<file path="config.mk">
export PLATFORM = sky130hd
export DESIGN_NAME = alu_rr_arbiter_flat
export DESIGN_NICKNAME = d
export VERILOG_FILES = /design/src/rtl/alu_pkg.sv /design/src/rtl/alu_rr_arbiter_if.sv /design/src/rtl/alu_core.sv /design/src/rtl/alu_rr_arbiter.sv /design/src/flat_wrapper.sv
export SDC_FILE = /design/constraint.sdc
export NUM_CORES = 1
export LEC_CHECK = 0
export ABC_CLOCK_PERIOD_IN_PS = 2200
export BUFFER_PORTS_ARGS = -buffer_cell sky130_fd_sc_hd__buf_4
export CORE_UTILIZATION = 54
export DETAILED_ROUTE_END_ITERATION = 6
export PLACE_DENSITY = 0.8
export SLEW_MARGIN = 20
export SYNTH_ARGS = -nofsm -noshare
export SYNTH_HDL_FRONTEND = slang
export SYNTH_SLANG_ARGS = --single-unit
</file>
<file path="constraint.sdc">
create_clock -name clk -period 2.2 [get_ports clk]
set_input_delay 0.11 -clock clk [delete_from_list [all_inputs] [get_ports clk]]
set_output_delay 0.11 -clock clk [all_outputs]
set_load 0.01 [all_outputs]
</file>
<file path="src/rtl/alu_pkg.sv">
// Shared definitions for the round-robin ALU arbiter: default width, opcodes
// and arbiter FSM states.
package alu_pkg;

    localparam int unsigned W_DEF = 4;
    localparam int unsigned OP_W  = 3;

    typedef enum logic [OP_W-1:0] {
        OP_ADD = 3'b000,
        OP_SUB = 3'b001,
        OP_NOT = 3'b010,
        OP_AND = 3'b011,
        OP_OR  = 3'b100,
        OP_XOR = 3'b101,
        OP_SLT = 3'b110,
        OP_EQU = 3'b111
    } alu_op_e;

    typedef enum logic [1:0] {
        ST_IDLE = 2'b00,
        ST_EXEC = 2'b01,
        ST_RESP = 2'b10
    } arb_state_e;

endpackage

</file>
<file path="src/rtl/alu_rr_arbiter_if.sv">
// Bus between two requesters, one result consumer and the ALU arbiter.
// slave  : arbiter side (takes requests, drives readies and the response)
// master : requester/consumer side
interface alu_rr_arbiter_if #(
    parameter int unsigned W = alu_pkg::W_DEF
);
    localparam int unsigned OP_W = alu_pkg::OP_W;

    logic            req0_valid;
    logic            req0_ready;
    logic [W-1:0]    req0_a;
    logic [W-1:0]    req0_b;
    logic [OP_W-1:0] req0_op;

    logic            req1_valid;
    logic            req1_ready;
    logic [W-1:0]    req1_a;
    logic [W-1:0]    req1_b;
    logic [OP_W-1:0] req1_op;

    logic            rsp_valid;
    logic            rsp_ready;
    logic            rsp_id;
    logic [W-1:0]    rsp_s;
    logic            rsp_z;
    logic            rsp_o;
    logic            rsp_c;

    modport slave (
        input  req0_valid, req0_a, req0_b, req0_op,
        input  req1_valid, req1_a, req1_b, req1_op,
        output req0_ready, req1_ready,
        output rsp_valid, rsp_id, rsp_s, rsp_z, rsp_o, rsp_c,
        input  rsp_ready
    );

    modport master (
        output req0_valid, req0_a, req0_b, req0_op,
        output req1_valid, req1_a, req1_b, req1_op,
        input  req0_ready, req1_ready,
        input  rsp_valid, rsp_id, rsp_s, rsp_z, rsp_o, rsp_c,
        output rsp_ready
    );

endinterface

</file>
<file path="src/rtl/alu_core.sv">
// Combinational ALU.
// Ports: a, b (operands), op (opcode) -> s (result), z/o/c (zero, overflow, carry).
module alu_core
    import alu_pkg::*;
#(
    parameter int unsigned W = W_DEF
) (
    input  logic [W-1:0] a,
    input  logic [W-1:0] b,
    input  alu_op_e      op,
    output logic [W-1:0] s,
    output logic         z,
    output logic         o,
    output logic         c
);

    logic [W:0] sum;

    // Result and flags; logic and compare ops leave o/c at zero
    always_comb begin
        sum = '0;
        s   = '0;
        o   = 1'b0;
        c   = 1'b0;
        case (op)
            OP_ADD: begin
                sum = {1'b0, a} + {1'b0, b};
                s   = sum[W-1:0];
                c   = sum[W];
                o   = (s[W-1] ^ a[W-1]) & ~(a[W-1] ^ b[W-1]);
            end
            OP_SUB: begin
                // carry is the inverted borrow of a + ~b + 1
                sum = {1'b0, a} + {1'b0, ~b} + (W+1)'(1);
                s   = sum[W-1:0];
                c   = sum[W];
                o   = (s[W-1] ^ a[W-1]) & (a[W-1] ^ b[W-1]);
            end
            OP_NOT:  s = ~a;
            OP_AND:  s = a & b;
            OP_OR:   s = a | b;
            OP_XOR:  s = a ^ b;
            OP_SLT:  s = W'($signed(a) < $signed(b));
            OP_EQU:  s = W'(a == b);
            default: s = '0;
        endcase
        z = (s == '0);
    end

endmodule

</file>
<file path="src/rtl/alu_rr_arbiter.sv">
// Two-requester round-robin arbiter in front of a shared ALU.
// Ports: clk, rst_n (synchronous, active-low), bus (slave modport carrying
// both request channels, the grant readies and the registered response).
module alu_rr_arbiter
    import alu_pkg::*;
#(
    parameter int unsigned W = W_DEF
) (
    input  logic              clk,
    input  logic              rst_n,
    alu_rr_arbiter_if.slave   bus
);

    arb_state_e   state;
    arb_state_e   state_nxt;
    logic         ptr;
    logic         grant_c;
    logic         grant_id_c;

    logic [W-1:0] lat_a;
    logic [W-1:0] lat_b;
    alu_op_e      lat_op;
    logic         lat_id;

    logic [W-1:0] alu_s;
    logic         alu_z;
    logic         alu_o;
    logic         alu_c;

    logic         rsp_valid;
    logic         rsp_id;
    logic [W-1:0] rsp_s;
    logic         rsp_z;
    logic         rsp_o;
    logic         rsp_c;

    // State register
    always_ff @(posedge clk) begin
        if (!rst_n) begin
            state <= ST_IDLE;
        end else begin
            state <= state_nxt;
        end
    end

    // Next state and grant; rst_n gates the grant so readies stay low in reset
    always_comb begin
        state_nxt  = state;
        grant_c    = 1'b0;
        grant_id_c = ptr;
        case (state)
            ST_IDLE: begin
                if (rst_n && (bus.req0_valid || bus.req1_valid)) begin
                    grant_c = 1'b1;
                    // contention goes to the pointer, a lone requester wins outright
                    if (bus.req0_valid && bus.req1_valid) begin
                        grant_id_c = ptr;
                    end else begin
                        grant_id_c = bus.req1_valid;
                    end
                    state_nxt = ST_EXEC;
                end
            end
            ST_EXEC: state_nxt = ST_RESP;
            ST_RESP: begin
                if (bus.rsp_ready) begin
                    state_nxt = ST_IDLE;
                end
            end
            default: state_nxt = ST_IDLE;
        endcase
    end

    // Readies are the same-cycle grant
    assign bus.req0_ready = grant_c && !grant_id_c;
    assign bus.req1_ready = grant_c &&  grant_id_c;

    // Operand latch, round-robin pointer and response registers
    always_ff @(posedge clk) begin
        if (!rst_n) begin
            ptr       <= 1'b0;
            lat_a     <= '0;
            lat_b     <= '0;
            lat_op    <= OP_ADD;
            lat_id    <= 1'b0;
            rsp_valid <= 1'b0;
            rsp_id    <= 1'b0;
            rsp_s     <= '0;
            rsp_z     <= 1'b0;
            rsp_o     <= 1'b0;
            rsp_c     <= 1'b0;
        end else begin
            if (grant_c) begin
                ptr    <= ~grant_id_c;
                lat_id <= grant_id_c;
                lat_a  <= grant_id_c ? bus.req1_a : bus.req0_a;
                lat_b  <= grant_id_c ? bus.req1_b : bus.req0_b;
                lat_op <= alu_op_e'(grant_id_c ? bus.req1_op : bus.req0_op);
            end
            if (state == ST_EXEC) begin
                rsp_valid <= 1'b1;
                rsp_id    <= lat_id;
                rsp_s     <= alu_s;
                rsp_z     <= alu_z;
                rsp_o     <= alu_o;
                rsp_c     <= alu_c;
            end else if ((state == ST_RESP) && bus.rsp_ready) begin
                rsp_valid <= 1'b0;
            end
        end
    end

    alu_core #(.W(W)) u_alu_core (
        .a  (lat_a),
        .b  (lat_b),
        .op (lat_op),
        .s  (alu_s),
        .z  (alu_z),
        .o  (alu_o),
        .c  (alu_c)
    );

    assign bus.rsp_valid = rsp_valid;
    assign bus.rsp_id    = rsp_id;
    assign bus.rsp_s     = rsp_s;
    assign bus.rsp_z     = rsp_z;
    assign bus.rsp_o     = rsp_o;
    assign bus.rsp_c     = rsp_c;

endmodule

</file>
<file path="src/flat_wrapper.sv">
// flat-port wrapper written by rule: the top's interface ports become plain ports
module alu_rr_arbiter_flat import alu_pkg::*;
#(
    parameter int unsigned W = W_DEF
)
  (clk, rst_n, bus_req0_valid, bus_req0_a, bus_req0_b, bus_req0_op, bus_req1_valid, bus_req1_a, bus_req1_b, bus_req1_op, bus_req0_ready, bus_req1_ready, bus_rsp_valid, bus_rsp_id, bus_rsp_s, bus_rsp_z, bus_rsp_o, bus_rsp_c, bus_rsp_ready);
  alu_rr_arbiter_if #(.W(W)) bus_i ();
  input  logic clk;
  input  logic rst_n;
  input wire logic [$bits(bus_i.req0_valid)-1:0] bus_req0_valid;
  input wire logic [$bits(bus_i.req0_a)-1:0] bus_req0_a;
  input wire logic [$bits(bus_i.req0_b)-1:0] bus_req0_b;
  input wire logic [$bits(bus_i.req0_op)-1:0] bus_req0_op;
  input wire logic [$bits(bus_i.req1_valid)-1:0] bus_req1_valid;
  input wire logic [$bits(bus_i.req1_a)-1:0] bus_req1_a;
  input wire logic [$bits(bus_i.req1_b)-1:0] bus_req1_b;
  input wire logic [$bits(bus_i.req1_op)-1:0] bus_req1_op;
  output wire logic [$bits(bus_i.req0_ready)-1:0] bus_req0_ready;
  output wire logic [$bits(bus_i.req1_ready)-1:0] bus_req1_ready;
  output wire logic [$bits(bus_i.rsp_valid)-1:0] bus_rsp_valid;
  output wire logic [$bits(bus_i.rsp_id)-1:0] bus_rsp_id;
  output wire logic [$bits(bus_i.rsp_s)-1:0] bus_rsp_s;
  output wire logic [$bits(bus_i.rsp_z)-1:0] bus_rsp_z;
  output wire logic [$bits(bus_i.rsp_o)-1:0] bus_rsp_o;
  output wire logic [$bits(bus_i.rsp_c)-1:0] bus_rsp_c;
  input wire logic [$bits(bus_i.rsp_ready)-1:0] bus_rsp_ready;
  assign bus_i.req0_valid = bus_req0_valid;
  assign bus_i.req0_a = bus_req0_a;
  assign bus_i.req0_b = bus_req0_b;
  assign bus_i.req0_op = bus_req0_op;
  assign bus_i.req1_valid = bus_req1_valid;
  assign bus_i.req1_a = bus_req1_a;
  assign bus_i.req1_b = bus_req1_b;
  assign bus_i.req1_op = bus_req1_op;
  assign bus_req0_ready = bus_i.req0_ready;
  assign bus_req1_ready = bus_i.req1_ready;
  assign bus_rsp_valid = bus_i.rsp_valid;
  assign bus_rsp_id = bus_i.rsp_id;
  assign bus_rsp_s = bus_i.rsp_s;
  assign bus_rsp_z = bus_i.rsp_z;
  assign bus_rsp_o = bus_i.rsp_o;
  assign bus_rsp_c = bus_i.rsp_c;
  assign bus_i.rsp_ready = bus_rsp_ready;
  alu_rr_arbiter #(.W(W)) u_core (.clk(clk), .rst_n(rst_n), .bus(bus_i));
endmodule
</file>
==> results of run 1 <==
power groups by stage:
stage / Sequential (µW) / Clock [µW] / Combinational [µW]
6_report: 529 / 240 / 445
5_1_grt: 536 / 257 / 490
4_1_cts: 527 / 243 / 435
3_5_place_dp: 535 / 0 / 423
3_3_place_gp: 531 / 0 / 406
2_1_floorplan: 519 / 0 / 316
what timing repair did:
action,4_1_cts,5_1_grt
endpoints found under the setup margin,1,3
pin swaps,0,3
hold buffers,0,0
buffers inserted,0,0
resized for setup,3,5
cells by family after synthesis:
logic type,share of synthesized area (%)
mux,7.74
xor+xnor,1.03
flops,28.3
simple gates,19.7
compound gates,24.5
fa+ha+maj,11.2
buf+inv,7.59
sequential cells by signal, summed over array words and instances, names as in the netlist:
register / cells
u_core.state: 2
u_core.lat_b: 4
u_core.bus.rsp_id: 1
u_core.lat_op: 3
u_core.ptr: 1
u_core.lat_id: 1
u_core.lat_a: 4
u_core.bus.rsp_o: 1
u_core.bus.rsp_c: 1
u_core.bus.rsp_s: 4
u_core.bus.rsp_z: 1
u_core.bus.rsp_valid: 1
worst min-delay path: stages:
cell and delay [ns]:
buf_4 0.08, nand3b_1 0.06, o211a_1 0.12
cells in the final DEF, fill, tap and decap left out, types with 2 or more instances in the layout:
master and count:
nand2b_1 4, o21a_1 2, a21oi_2 2, nor2b_1 3, ha_1 11, nand2_1 24
mux2i_1 12, a21boi_0 2, a21oi_1 8, clkbuf_4 3, o21ai_1 2, nor4_1 2
a21o_1 2, nor2_1 13, dfxtp_1 22, buf_4 43, inv_1 11, nor3_1 6
nand3b_1 2, nand4b_1 2, o211a_1 14, nand3_1 4, a211oi_1 2, o21ai_0 7
per-layer routing:
metal	global-route usage, %	part of all wire, %	wire length, µm	vias up
li1	-	-	-	760
met1	32.9	46	1740	689
met2	40.1	48	1810	64
met3	3.79	5.1	194	8
met4	8.84	1.6	61	0
met5	0	0	0	-
per-stage QoR:
stage	setup WS (ns)	cells	setup TNS, ns
detailed placement	-0.0175	268	-0.0175
global placement	0.0950	268	0
floorplan	0.185	198	0
global route	-0.0100	272	-0.0100
CTS	0.0111	272	0
finish	0.0954	272	0
final cells by class:
type | instances | area (µm²)
sequential | 24 | 485
multi-input combinational | 147 | 1110
tap | 42 | 52.6
inverter | 12 | 45.0
clock buffer | 4 | 36.3
fill | 235 | 821
timing repair buffer | 43 | 323
worst max path at each step:
| stage | end | slack [ns] | cells past startpoint |
|---|---|---|---|
| floorplan | u_core.bus.rsp_z$_SDFFE_PN0P_ | 0.19 | 9 |
| global placement | u_core.bus.rsp_z$_SDFFE_PN0P_ | 0.1 | 8 |
| detailed placement | u_core.bus.rsp_z$_SDFFE_PN0P_ | -0.02 | 9 |
| CTS | u_core.bus.rsp_z$_SDFFE_PN0P_ | 0.01 | 9 |
| global route | u_core.bus.rsp_z$_SDFFE_PN0P_ | -0.01 | 9 |
| finish | u_core.bus.rsp_z$_SDFFE_PN0P_ | 0.1 | 8 |
==> impl_results.md, run 1 <==
- Share of layout cells above drive strength 1: 26.5%
- GPL Wtd Cong: 1.01
- Antenna diode count: 0
- Int Power: 789 µW
- Num ports: 38
- Max clock buf depth: 2
- Min cycle time layout: 2.10 ns
- Fin Hold WS: 0.0801 ns
- RR Endpoint: u_core.bus.rsp_z$_SDFFE_PN0P_
- Mapped Cells: 198
- Slew @ Worst Pin: 0.631 ns
- Dominant cell type by area after synthesis: dfxtp_1
- Fmax: 0.475 GHz
- Yosys reg bits: 24
- Post-synth cell types: 46
- Core Region: 2880 µm²
- Tcrit/Tclk final: 95.7%
- Final Util: 71.5%
- MaxCap Viol Count: 0
- Post-DRT Antenna Nets: 0
- First-pass GRT wire length: 6440 µm
- DR vias/cell: 5.59
- Worst Setup SP: u_core.lat_a[2]$_SDFFE_PN0P_
- Die area: 3370 µm²
- Chip height: 58.1 µm
- Reg2reg setup slack: 0.1 ns
- Port buffer count: 37
- Clock sink count: 24
- Detailed Route WL: 3810 µm
- PwrDens: 590 nW/µm²
- Clk_skew: 0.00810 ns
- Switch Pwr: 424 µW
- Via count: 1521
- Area grow syn2layout: 21.1%
- Total track usage: 24.6%
- HP Start: bus_rsp_ready
- Pre-Repair DR Iteration Count: 4
- Worst reg-to-reg path cell count: 8
- Synth warnings: 0
- CP peak stage delay: 0.44 ns
- WP buf/inv: 2
- Cell Chain, Critical Path: inv_1 -> ha_2 -> inv_2 -> a21oi_2 -> a21oi_1 -> a211o_1 -> a21bo_1 -> o41ai_2
- Syn avg cell area: 8.58 µm²
- Hold Crit Endpoint: u_core.bus.rsp_valid$_SDFFE_PN0P_
- Synth area leaders: dfxtp_1, ha_1, o211a_1
- Clock Pin Slew Worst Setup and Hold Paths: 0.14 ns
- Status: finished clean
- P_leak: 0.00106 µW
- Cell Area, Placed: 1990 µm²
- Post-synth top area share: 28.3%
- VDD IR-drop max: 0.360 mV
- Cts bufs inserted: 3
- Sw Share: 35.0%
- Top FF cell, synth: dfxtp_1
- Logic pwr share: 36.6%
- Vias in the first global route: 1479
- Worst setup SP type: register
- WP data arrival: 2.34 ns
- Number of flops mapped to enable cells by yosys: 0
- H-tree Lvls: 1
- Aggregate global routing overflow: 0
- Initial drt markers: 95
- WL/cell: 14.0 µm
- Relative slew slack: 57.9%
- Later-pin clock latency in the skew report: 0.32 ns
- Worst Setup End Kind: register
- Final HPWL DP: 2900 µm
- Critical-path top delay cell: ha_2
- Final number of hold-violating endpoints: 0
- CP required: 2.44 ns
- CP delay by family, top: compound AO/OA/AOI/OAI gates
- Root Buffer: clkbuf_4
- Clock power share: 19.7%
- Initial antenna violation count: 0
- Worst r2r src: u_core.lat_a[2]$_SDFFE_PN0P_
- Core Rows: 19
- Min-Delay Path Depth: 3
- Hold WC Path Type: in -> reg
- Power Total: 1210 µW
- Design Area, Final: 2060 µm²
- Post-synth ARST share: 0%
- RSZ-0062 raised after global routing: true
- Die extent in x: 58.1 µm
- Post-synthesis sequential area ratio: 28.3%
- Starting Density: 59.0%
- Synthesized Nets: 239
- Total Nets Final: 272
- Largest net degree at the start of global routing: 26
- Setup CP Type: reg -> reg
- Final setup violation count: 0
- Worst-path maximum fanout: 8
- Sequential power share: 43.6%
- CTS tree: yes
- Post-Syn Area: 1700 µm²
- Drc violations: 0
- Max-slew violation count: 0
- Synth cell count leaders: dfxtp_1, nand2_1, nor2_1, o211a_1
No activity file was read; power rests on OpenSTA's default activity.
==> inputs of run 2 (changes only) <==
Settings changed: CORE_UTILIZATION 54 to 55, CTS_BUF_LIST set to sky130_fd_sc_hd__clkbuf_4 sky130_fd_sc_hd__clkbuf_8, PLACE_DENSITY 0.8 to 0.81.
==> run 2 against run 1 <==
Compared with the run above: worst hold slack improved by 0.0063 ns; flip-flop and latch count did not move; die area fell by 1.8%; critical endpoint unchanged; critical path type unchanged; via count rose by 2.2%; wire length rose by 4.4%; combinational power rose by 4.7%; global-route usage rose by 0.89 points; design area rose by 1.6%.
==> impl_results.md, run 2 (synthesized netlist as in run 1, its figures left out) <==
- FILL cells: 216 (-8.1%)
- Min cycle time layout: 2.13 ns (+0.0211 ns)
- Critical-path top delay cell: dfxtp_2
- Later-pin clock latency in the skew report: 0.32 ns (about the same)
- Worst setup SP type: register
- Slew @ Worst Pin: 0.613 ns (-0.0179 ns)
- Die extent in x: 57.6 µm (-0.89%)
- Status: finished clean
- Root Buffer: clkbuf_4
- Cell Chain, Critical Path: inv_1 -> ha_2 -> fa_2 -> nor2_4 -> nor4_1 -> o2111a_1 -> a2111oi_4 -> nand2_1 -> o41ai_2
- Max-slew violation count: 0 (unchanged)
- Hold WC Path Type: in -> reg
- Clock Pin Slew Worst Setup and Hold Paths: 0.14 ns (about the same)
- First-pass GRT wire length: 6560 µm (+1.7%)
- Port buffer count: 37 (unchanged)
- P_leak: 0.00108 µW (+1.9%)
- Cts bufs inserted: 3 (unchanged)
- Register area: 485 µm² (unchanged)
- Power Total: 1320 µW (+8.5%)
- MaxCap Viol Count: 0 (unchanged)
- PwrDens: 630 nW/µm² (+6.8%)
- Initial antenna violation count: 0 (unchanged)
- Clk_skew: 0.00545 ns (-0.00265 ns)
- Max clock buf depth: 2 (unchanged)
- Post CTS Setup Buffer Count: 0 (unchanged)
- Final number of hold-violating endpoints: 0 (unchanged)
- Pre-CTS setup slack: -0.0291 ns (-0.0116 ns)
- Final Util: 73.9% (+2.4 points)
- Final setup violation count: 0 (unchanged)
- Antenna diode count: 0 (unchanged)
- CP required: 2.44 ns (about the same)
- Fmax: 0.470 GHz (-0.99%)
- VDD IR-drop max: 0.679 mV (+88%)
- Placed Cells: 259 (-3.4%)
- Aggregate global routing overflow: 0 (unchanged)
- Commonest non-fill, non-tap cell in the layout: buf_4
- DR vias/cell: 5.91 (+5.7%)
- H-tree Lvls: 1 (unchanged)
- GPL Wtd Cong: 0.977 (-2.9%)
- Chip height: 57.6 µm (-0.89%)
- Detailed Route WL: 3980 µm (+4.4%)
- Worst-path maximum fanout: 3 (-5)
- Post-Layout Cell Count: 263 (-3.3%)
- RSZ-0062 raised after global routing: false
- Most frequent cells in the layout: buf_4, nand2_1, dfxtp_1
- Final HPWL DP: 2890 µm (-0.22%)
- Total track usage: 25.4% (+0.89 points)
- Leading registers by flop count: u_core.bus.rsp_s x4, u_core.lat_a x4, u_core.lat_b x4
- Fin Hold WS: 0.0864 ns (+0.00626 ns)
- Pre-Repair DR Iteration Count: 4 (unchanged)
- WL/cell: 15.1 µm (+8.0%)
- WP data arrival: 2.36 ns (+0.02 ns)
- WP buf/inv: 1 (-1)
- Initial drt markers: 71 (-25%)
- Via count: 1555 (+2.2%)
- Area grow syn2layout: 23.1%
- Starting Density: 60.0% (+0.99 points)
- Multi-input logic area: 1130 µm² (+1.5%)
- Die area: 3310 µm² (-1.8%)
- Setup CP Type: reg -> reg
- Worst Setup End Kind: register
- Tcrit/Tclk final: 96.6% (+0.96 points)
- Hold-fix buffers, CTS: 0 (unchanged)
- CP peak stage delay: 0.39 ns (-0.05 ns)
- Post-DRT Antenna Nets: 0 (unchanged)
- Core Region: 2830 µm² (-1.7%)
- Relative slew slack: 59.1% (+1.2 points)
- Vias in the first global route: 1513 (+2.3%)
- CP delay by family, top: compound AO/OA/AOI/OAI gates
- Post-route setup slack: 0.0743 ns (-0.0211 ns)
- Share of layout cells above drive strength 1: 28.4% (+1.9 points)
- Largest net degree at the start of global routing: 26 (unchanged)
- CTS tree: yes
- Total Nets Final: 274 (+0.74%)
- Drc violations: 0 (unchanged)
- Core Rows: 19 (unchanged)
- Clock sink count: 24 (unchanged)
- Num ports: 38 (unchanged)
==> run 2: changes by cell type in the layout (fill, tap and decap cells not counted) <==
cell	delta
ha_2	+1
nor3_1	-1
buf_4	+2
ha_1	-1
o21ai_1	-1
bufinv_16	+1
clkbuf_8	-1
nor2_4	+1
o21ai_2	+1
nor3_2	+1
nor2_2	-1
==> run 2: worst reg2reg max path: stages (launching register included) <==
cell and delay, ns:
dfxtp_2 0.39, inv_1 0.09, ha_2 0.19, fa_2 0.37
nor2_4 0.12, nor4_1 0.05, o2111a_1 0.29, a2111oi_4 0.23
nand2_1 0.11, o41ai_2 0.20
==> run 2: through the flow <==
| stage | instance area [µm²] | TNS (ns) |
|---|---|---|
| after floorplan | 1700 | 0 |
| after global placement | 1990 | 0 |
| after detailed placement | 1990 | -0.0291 |
| after CTS | 2060 | 0 |
| after global routing | 2090 | 0 |
| final | 2090 | 0 |
==> run 2: path summary, 6_finish.rpt <==
| kind | from | endpoint | slack [ns] | cells past startpoint |
|---|---|---|---|---|
| max reg2reg | u_core.lat_a[0]$_SDFFE_PN0P_ | u_core.bus.rsp_z$_SDFFE_PN0P_ | 0.07 | 9 |
| max | u_core.lat_a[0]$_SDFFE_PN0P_ | u_core.bus.rsp_z$_SDFFE_PN0P_ | 0.07 | 9 |
| min reg2reg | u_core.bus.rsp_c$_SDFFE_PN0P_ | u_core.bus.rsp_c$_SDFFE_PN0P_ | 0.46 | 2 |
| min | bus_rsp_ready | u_core.bus.rsp_valid$_SDFFE_PN0P_ | 0.09 | 3 |
==> run 2: routing by layer <==
layer	part of all wire [%]	routed length, µm	vias up	track usage (%)
li1	-	-	763	-
met1	43	1720	735	32.4
met2	52	2060	52	43.5
met3	4.0	161	5	3.40
met4	0.93	37	0	9.76
met5	0	0	-	0
==> run 2: timing repair <==
item                       CTS  global route
resized for setup            4             8
setup endpoints to repair    3             3
pin swaps                    0             3
==> run 2: layout make-up <==
type | instances | area share [%]
inverter | 12 | 2.16
clock inverter | 1 | 1.44
timing repair buffer | 45 | 16.2
tap | 31 | 1.86
multi-input combinational | 147 | 54.1
clock buffer | 3 | 1.08
sequential | 24 | 23.2
==> run 2: where the power goes <==
part           leakage [µW]  internal, µW  switching [µW]
clock             0.0000279           184             140
combinational      0.000857           224             242
sequential         0.000198           474            52.6
total               0.00108           882             434
